--- src/rtl/imem_loader.sv ---
// imem_loader: streams a program into instruction memory through the CPU's external port, then enables the CPU.
// Defining IMEM_LOADER_VERIFY_EN adds a readback pass that checks a checksum before releasing the CPU.
module imem_loader #(
    parameter logic [31:0] BASE_ADDR = 32'h0,
    parameter logic [31:0] ADDR_STEP = 32'd4,
    parameter int          CNT_W     = 10,
    parameter int          RD_LAT    = 1
) (
    input  logic             clk,
    input  logic             arst_n,
    input  logic             start,
    input  logic [CNT_W-1:0] word_count,
    input  logic             abort,
    input  logic             s_valid,
    input  logic [31:0]      s_data,
    output logic             s_ready,
    output logic [31:0]      addr_ext,
    output logic             wen_ext,
    output logic             ren_ext,
    output logic [31:0]      wdata_ext,
    input  logic [31:0]      rdata_ext,
    output logic             cpu_enable,
    output logic             busy,
    output logic             done,
    output logic             error
);

    // IDLE wait for start | LOAD stream words in | VERIFY readback sum | RUN cpu enabled | ERROR readback mismatch
    typedef enum logic [2:0] {ST_IDLE, ST_LOAD, ST_VERIFY, ST_RUN, ST_ERROR} state_t;

    state_t           state_q, state_d;
    logic [CNT_W-1:0] rem_q, rem_d;
    logic [31:0]      ptr_q, ptr_d;
    logic [31:0]      addr_q, addr_d;
    logic [31:0]      wdata_q, wdata_d;
    logic             s_ready_q, s_ready_d;
    logic             wen_q, wen_d;
    logic             cpu_en_q, cpu_en_d;
    logic             busy_q, busy_d;
    logic             done_q, done_d;
    logic             hs;

    assign hs = s_valid && s_ready_q;

`ifdef IMEM_LOADER_VERIFY_EN
    logic [CNT_W-1:0]  cnt_q, cnt_d;
    logic [CNT_W-1:0]  rd_rem_q, rd_rem_d;
    logic [CNT_W-1:0]  smp_rem_q, smp_rem_d;
    logic [31:0]       csum_q, csum_d;
    logic [31:0]       rsum_q, rsum_d, rsum_next;
    logic [RD_LAT-1:0] pipe_q, pipe_d;
    logic              ren_q, ren_d;
    logic              error_q, error_d;
    logic              smp, last_smp;

    // pipe_q tracks reads in flight; its top bit marks the cycle rdata_ext is valid
    assign smp       = pipe_q[RD_LAT-1];
    assign rsum_next = rsum_q + rdata_ext;
    assign last_smp  = (state_q == ST_VERIFY) && smp && (smp_rem_q == CNT_W'(1));
    assign ren_ext   = ren_q;
    assign error     = error_q;
`else
    logic unused_ok;
    assign unused_ok = ^rdata_ext;
    assign ren_ext   = 1'b0;
    assign error     = 1'b0;
`endif

    assign s_ready    = s_ready_q;
    assign addr_ext   = addr_q;
    assign wen_ext    = wen_q;
    assign wdata_ext  = wdata_q;
    assign cpu_enable = cpu_en_q;
    assign busy       = busy_q;
    assign done       = done_q;

    always_ff @(posedge clk or negedge arst_n) begin
        if (!arst_n) begin
            state_q <= ST_IDLE;
        end else begin
            state_q <= state_d;
        end
    end

    always_comb begin
        state_d = state_q;
        if (abort) begin
            state_d = ST_IDLE;
        end else begin
            case (state_q)
                ST_IDLE: if (start && word_count != '0) state_d = ST_LOAD;
                ST_LOAD: begin
                    if (rem_q == '0) begin
`ifdef IMEM_LOADER_VERIFY_EN
                        state_d = ST_VERIFY;
`else
                        state_d = ST_RUN;
`endif
                    end
                end
`ifdef IMEM_LOADER_VERIFY_EN
                ST_VERIFY: if (last_smp) state_d = (rsum_next == csum_q) ? ST_RUN : ST_ERROR;
`endif
                default: state_d = state_q;
            endcase
        end
    end

    always_comb begin
        rem_d   = rem_q;
        ptr_d   = ptr_q;
        addr_d  = addr_q;
        wdata_d = wdata_q;
        wen_d   = 1'b0;
`ifdef IMEM_LOADER_VERIFY_EN
        cnt_d     = cnt_q;
        csum_d    = csum_q;
        rd_rem_d  = rd_rem_q;
        smp_rem_d = smp_rem_q;
        rsum_d    = rsum_q;
        pipe_d    = '0;
        ren_d     = 1'b0;
`endif
        if (!abort) begin
            case (state_q)
                ST_IDLE: begin
                    if (start && word_count != '0) begin
                        rem_d = word_count;
                        ptr_d = BASE_ADDR;
`ifdef IMEM_LOADER_VERIFY_EN
                        cnt_d  = word_count;
                        csum_d = '0;
`endif
                    end
                end
                ST_LOAD: begin
                    if (hs) begin
                        wen_d   = 1'b1;
                        addr_d  = ptr_q;
                        wdata_d = s_data;
                        ptr_d   = ptr_q + ADDR_STEP;
                        rem_d   = rem_q - CNT_W'(1);
`ifdef IMEM_LOADER_VERIFY_EN
                        csum_d  = csum_q + s_data;
`endif
                    end
`ifdef IMEM_LOADER_VERIFY_EN
                    if (rem_q == '0) begin
                        ptr_d     = BASE_ADDR;
                        rd_rem_d  = cnt_q;
                        smp_rem_d = cnt_q;
                        rsum_d    = '0;
                    end
`endif
                end
`ifdef IMEM_LOADER_VERIFY_EN
                ST_VERIFY: begin
                    pipe_d = (pipe_q << 1) | RD_LAT'(ren_q);
                    if (rd_rem_q != '0) begin
                        ren_d    = 1'b1;
                        addr_d   = ptr_q;
                        ptr_d    = ptr_q + ADDR_STEP;
                        rd_rem_d = rd_rem_q - CNT_W'(1);
                    end
                    if (smp) begin
                        rsum_d    = rsum_next;
                        smp_rem_d = smp_rem_q - CNT_W'(1);
                    end
                end
`endif
                default: ;
            endcase
        end
        // s_ready drops the cycle after the handshake that empties the count
        s_ready_d = (state_d == ST_LOAD) && (rem_d != '0);
        busy_d    = (state_d == ST_LOAD) || (state_d == ST_VERIFY);
        done_d    = (state_d == ST_RUN);
        cpu_en_d  = (state_d == ST_RUN);
`ifdef IMEM_LOADER_VERIFY_EN
        error_d   = (state_d == ST_ERROR);
`endif
    end

    always_ff @(posedge clk or negedge arst_n) begin
        if (!arst_n) begin
            rem_q     <= '0;
            ptr_q     <= '0;
            addr_q    <= '0;
            wdata_q   <= '0;
            wen_q     <= 1'b0;
            s_ready_q <= 1'b0;
            cpu_en_q  <= 1'b0;
            busy_q    <= 1'b0;
            done_q    <= 1'b0;
`ifdef IMEM_LOADER_VERIFY_EN
            cnt_q     <= '0;
            csum_q    <= '0;
            rd_rem_q  <= '0;
            smp_rem_q <= '0;
            rsum_q    <= '0;
            pipe_q    <= '0;
            ren_q     <= 1'b0;
            error_q   <= 1'b0;
`endif
        end else begin
            rem_q     <= rem_d;
            ptr_q     <= ptr_d;
            addr_q    <= addr_d;
            wdata_q   <= wdata_d;
            wen_q     <= wen_d;
            s_ready_q <= s_ready_d;
            cpu_en_q  <= cpu_en_d;
            busy_q    <= busy_d;
            done_q    <= done_d;
`ifdef IMEM_LOADER_VERIFY_EN
            cnt_q     <= cnt_d;
            csum_q    <= csum_d;
            rd_rem_q  <= rd_rem_d;
            smp_rem_q <= smp_rem_d;
            rsum_q    <= rsum_d;
            pipe_q    <= pipe_d;
            ren_q     <= ren_d;
            error_q   <= error_d;
`endif
        end
    end

endmodule

--- config.mk ---
export PLATFORM = sky130hd
export DESIGN_NAME = imem_loader
export DESIGN_NICKNAME = d
export VERILOG_FILES = /design/src/rtl/imem_loader.sv
export SDC_FILE = /design/constraint.sdc
export NUM_CORES = 1
export LEC_CHECK = 0
export ABC_AREA = 1
export BUFFER_PORTS_ARGS = -buffer_cell sky130_fd_sc_hd__buf_4
export CAP_MARGIN = 20
export CORE_MARGIN = 5
export CORE_UTILIZATION = 30
export CTS_CLUSTER_DIAMETER = 80
export DETAILED_ROUTE_END_ITERATION = 8
export PLACE_DENSITY_LB_ADDON = 0.2
export SLEW_MARGIN = 10
export SYNTH_ARGS = -nofsm -noshare
export SYNTH_HDL_FRONTEND = slang
export SYNTH_SLANG_ARGS = --single-unit
export TNS_END_PERCENT = 20
--- constraint.sdc ---
create_clock -name clk -period 2.2 [get_ports clk]
set_input_delay 0.33 -clock clk [delete_from_list [all_inputs] [get_ports clk]]
set_output_delay 0.33 -clock clk [all_outputs]
set_load 0.005 [all_outputs]
==> After elaboration in Yosys (flattened, before gate mapping) <==
Cells that the tools add are included.
{ "word_totals": {"ff_bits": 113, "latchBits": 0, "ramBits": 0, "romBits": 0, "word_cells": 43, "mem_count": 0} }
{ "classes": {"add_sub_neg": 2, "multipliers": 0, "div": 0, "order_cmp": 0, "n_eq_ne": 6, "shift": 0, "muxes": 14, "n_bitwise": 1, "n_reduce_logical": 11} }
{ "op_table": {"columns": ["operator", "n"], "rows": [
  ["32-bit two-way mux", 2],
  ["32-bit case mux with 2 select lines", 1],
  ["32-bit by 3-bit adder with 32-bit output, second input constant", 1],
  ["10-bit two-way mux", 3],
  ["10-bit case mux with 2 select lines", 1],
  ["10-bit nonzero test", 2],
  ["10-bit logical NOT", 1],
  ["10-bit by 1-bit subtractor with 10-bit output, second input constant", 1],
  ["3-bit two-way mux", 3],
  ["3-bit by 1-bit equality test with 1-bit output, second input constant", 2],
  ["3-bit by 2-bit equality test with 1-bit output, second input constant", 2],
  ["3-bit case mux with 2 select lines", 1],
  ["2-bit inequality test, second input constant", 2],
  ["4-bit AND reduction", 1],
  ["1-bit logical AND", 3],
  ["3-bit logical NOT", 1],
  ["1-bit two-way mux", 3],
  ["3-bit AND reduction", 1],
  ["2-bit nonzero test", 1],
  ["1-bit logical OR", 1],
  ["1-bit inverter", 1]
]} }

==> Depth between registers and ports, before layout <==
{ "logic_depth": {"ltp_word": 7, "depth_mapped": 14, "mapped_depth_nobuf": 14} }

==> Worst setup path after synthesis <==
Ideal clock, no wire load.
{ "synth_path": {"kind": "flip-flop to flip-flop", "startpoint": "reg rem_q[0]", "endpoint": "reg s_ready_q, in the netlist s_ready", "arrival_ns": 1.525, "path_slack_ns": 0.553, "stages_incl_launch_ff": 14, "n_path_buf": 0, "synth_period_minus_slack_ns": 1.647, "path_cell_list": "dfrtp_1 inv_1 ha_1 nand3_1 nor2_1 nand4_1 nand3_1 nand2_1 nand2_1 nand2_1 nor2_1 nand2_1 nor2_1 a21oi_1"} }
{ "synth_between": {"elab_chain_cells": 6} }
{ "synth_lines": {"columns": ["item", "line_no", "rtl"], "rows": [
  ["start, declared", "32", "logic [CNT_W-1:0] rem_q, rem_d;"],
  ["start signal, assigned", "206", "rem_q <= rem_d;"],
  ["10-bit by 1-bit subtractor with 10-bit output", "142", "rem_d = rem_q - CNT_W'(1);"],
  ["10-bit two-way mux", "137", "if (hs) begin"],
  ["10-bit case mux with 2 select lines", "125", "case (state_q)"],
  ["10-bit two-way mux", "124", "if (!abort) begin"],
  ["via rem_d[6]", "32", null],
  ["10-bit nonzero test", "175", "s_ready_d = (state_d == ST_LOAD) && (rem_d != '0);"],
  ["1-bit logical AND", "175", null],
  ["via s_ready_d", "36", "logic s_ready_q, s_ready_d;"],
  ["end signal, assigned", "211", "s_ready_q <= s_ready_d;"],
  ["end, declared", "36", null]
]} }
The timed path passes the listed nets, and every way through them passes these cells.
A chain may end at the register's enable or synchronous reset.

==> Worst setup path after layout <==
Same ends and word-level chain as after synthesis.

==> results by group <==
Detailed routing
  – Pre-antenna DRT Iters: 4
  – Via count: around 4500
  – Final WL: 13700 µm
  – Post-route ant nets: 0
  – Drt first-iter violations: between 200 and 300
  – Routed WL per cell: 13.6 µm
  – Vias per std cell: about 4.5
  – # DRC: 0

Setup path
  – Slowest cell on crit path: dfrtp_1
  – CP top delay family: simple AND/OR/NAND/NOR gates
  – CP startpoint kind: register
  – CP Class: register to register
  – Worst path max stage delay: approximately 0.38 ns
  – Peak fanout along the critical path: 5
  – Critical Path End Type: register
  – Worst path most repeated cell: nand2_1
  – CP required: between 2 and 2.5 ns
  – Endpoint arrival time on the critical path: 2.15 ns
  – Crit-path cells: inv_1 > ha_1 > nand3_1 > nor2_1 > nand4_1 > nand3_1 > nand2_1 > nand2_1 > nand2_1 > nor2_1 > nand2_1 > nor2_1 > a21oi_1
  – WP buf/inv: 1

Run
  – Max-Cap Viols: 0

Die
  – Chip height: 144 µm
  – Site Rows: between 40 and 50
  – Full die area: ~21000 µm²
  – Placeable Area: between 15000 and 20000 µm²
  – Initial Utilization: between 30% and 40%
  – DIE WIDTH: 144 µm
  – Io pins: 150

Synth
  – Netlist cell types: 44
  – Synthesized area: approximately 5400 µm²
  – Yosys top cell by area: dfrtp_1
  – Simple-gate share of the synthesized area: a little under a third
  – Multiplexer share of the synthesized area: 0%
  – Register area share after synthesis: between 50% and 60%
  – XOR/XNOR share of the synthesized area: less than 1%
  – Asr flop ratio synth: between 90% and 100%
  – Post-synthesis adder-cell area fraction: 0.467%
  – Synth Instances: 660
  – Largest cells by area after synthesis: dfrtp_1 51%, nand2_1 15%, inv_1 4.5%
  – Post-Syn Area per Cell: between 8 and 9 µm²
  – YS warnings: 0
  – Number of flops mapped to enable cells by yosys: 0
  – #FFs+latches synth: between 100 and 150
  – Top FF cell, synth: dfrtp_1
  – Share of the synthesized area in the top cell type: 50.9%
  – Largest family of logic cells by synthesized area: simple AND/OR/NAND/NOR gates
  – Compound-Gate Fraction of Synth Area: 8.75%

Timing
  – Endpoints failing setup: 0
  – Fmax: around 520 MHz
  – Clock skew: about 0.0088 ns
  – Pins over their slew limit: 0
  – Hold Vio Cnt, Final: 0
  – Fin crit period: roughly 1.9 ns
  – Sum Neg Setup Slack: 0 ns
  – Final worst path period share: 87.1%
  – Unrepaired setup endpoints after global routing: false

Power and ir drop
  – Seq pwr share: 47.5%
  – Total power: approximately 0.005 W
  – LEAKAGE: 3.38 nW
  – Clock power frac: about 30%
  – Net switching power: 0.00155 W
  – Maximum vdd drop: 0.460 mV
  – Comb pwr share: roughly 23%
  – Pwr Density: about 760 nW/µm²
  – Sw Share: a little under a third
  – Pint: around 0.0036 W

Placed design
  – Number of buffers added on ports: approximately 110
  – Post-DP HPWL: ~10000 µm
  – Routability-driven placement congestion ratio: 0.842

Global route
  – First-pass GRT wire length: approximately 22000 µm
  – Initial antenna violation count: 0
  – Total GRT Usage: around 14%
  – Grt ovf: 0
  – Vias in the first global route: ~4300
  – Largest net degree at the start of global routing: 61

Hold path
  – Hold crit path type: input pin to register

Clock tree
  – Max clock buf depth: 2
  – Num CTS Buffers: 9
  – H-tree levels: 3
  – CTS Sinks: 109
  – Root buf cell: clkbuf_16
  – CTS tree: done
  – Clk_lat worst skew: about 0.35 ns
  – Worst-path clk slew: 0.07 ns

Cells and area
  – Register area: 2730 µm²
  – Multi-input gate area: about 2200 µm²
  – Nets: 859
  – Layout cells sized above 1: 22.6%
  – Area delta synth->final: 26.1%
  – Antenna diodes: 0
  – # fillers: 1868

Outcome
  – Outcome: complete, no violations
## registers in the layout (all words and copies together) (netlist names)
name,flops
busy,1
wen_ext,1
ptr_q,30
wdata_ext,32
addr_ext,30
done,1
s_ready,1
state_q,3
rem_q,10
## final cells by class
type / count / share of cell area, %
sequential: 109 / 40.3
multi-input combinational: 460 / 33.0
tap: 225 / 4.16
timing repair buffer: 128 / 14.6
inverter: 70 / 3.96
clock inverter: 5 / 0.518
clock buffer: 11 / 3.44
## per-stage QoR
stage	instance area, µm²	util, %	hold slack (ns)	setup slack (ns)	std cells
2_1_floorplan	5370	-	0.0344	0.553	663
3_3_place_gp	6490	37.2	0.232	0.281	991
3_5_place_dp	6490	37.2	0.234	0.265	991
4_1_cts	6760	38.8	0.151	0.287	1008
5_1_grt	6760	38.8	0.167	0.0642	1008
6_report	6760	38.8	0.170	0.283	1008
## layer usage
metal,GRT usage (%),share of wire [%]
met1,20.3,51
met2,19.1,41
met3,2.80,7.0
met4,5.05,1.6
met5,0,0
## cell usage in the layout, fill, tap and decap left out, types with 5 or more instances in the layout
master,n
nand3_1,37
nor2_1,50
nor2_4,6
nand2_1,216
nor2_2,5
clkbuf_16,9
a21oi_1,25
inv_1,64
buf_4,125
nor3_1,10
o21ai_0,42
xor2_1,5
nand2_4,5
nand4_1,15
dfrtp_1,109
nor4_1,5
## cell usage after synthesis, types with 6 or more instances
master,number
nand2_1,217
dfrtp_1,109
inv_1,64
nor2_1,50
o21ai_0,42
nand3_1,37
a21oi_1,25
nand4_1,15
nor3_1,10
buf_2,7
buf_4,7
clkbuf_1,7
nor2_4,6
## power by group through the flow
stage / sequential (W) / clock, W / combinational [W]
after floorplan: 0.00249 / 0 / 0.000575
after global placement: 0.00248 / 0 / 0.00120
after detailed placement: 0.00249 / 0 / 0.00120
after CTS: 0.00245 / 0.00158 / 0.00121
after global routing: 0.00249 / 0.00164 / 0.00136
final: 0.00245 / 0.00152 / 0.00118
## worst paths after layout
check	startpoint	cells after the start	slack [ns]	end
hold / removal	s_data[2]	3	0.17	wdata_ext[2]
min in group asynchronous	arst_n	2	0.39	addr_ext[14]
max in group asynchronous	arst_n	3	1.09	wdata_ext[29]
setup / recovery	rem_q[0]	13	0.28	s_ready
setup reg to reg	rem_q[0]	13	0.28	s_ready
hold reg to reg	wdata_ext[29]	2	0.48	wdata_ext[29]
## kinds of logic after synthesis
logic type      Yosys count
compound gates           82
xor+xnor                  6
fa+ha+maj                 2
buf+inv                  94
flops                   109
other cells               1
simple gates            366
## worst register-to-register path, delay by kind of cell (launching register included)
family,cells,cell delay [ns]
fa+ha+maj,1,0.22
compound gates,1,0.07
flops,1,0.38
buf+inv,1,0.15
simple gates,10,0.98
## what timing repair did
item                                    CTS  global route
gates resized for setup                   0             0
endpoints found under the setup margin    0             0
hold buffers                              1             0
buffers inserted                          0             0
endpoints found under the hold margin    18             0
Note: power is estimated with default switching activity, not from simulation.
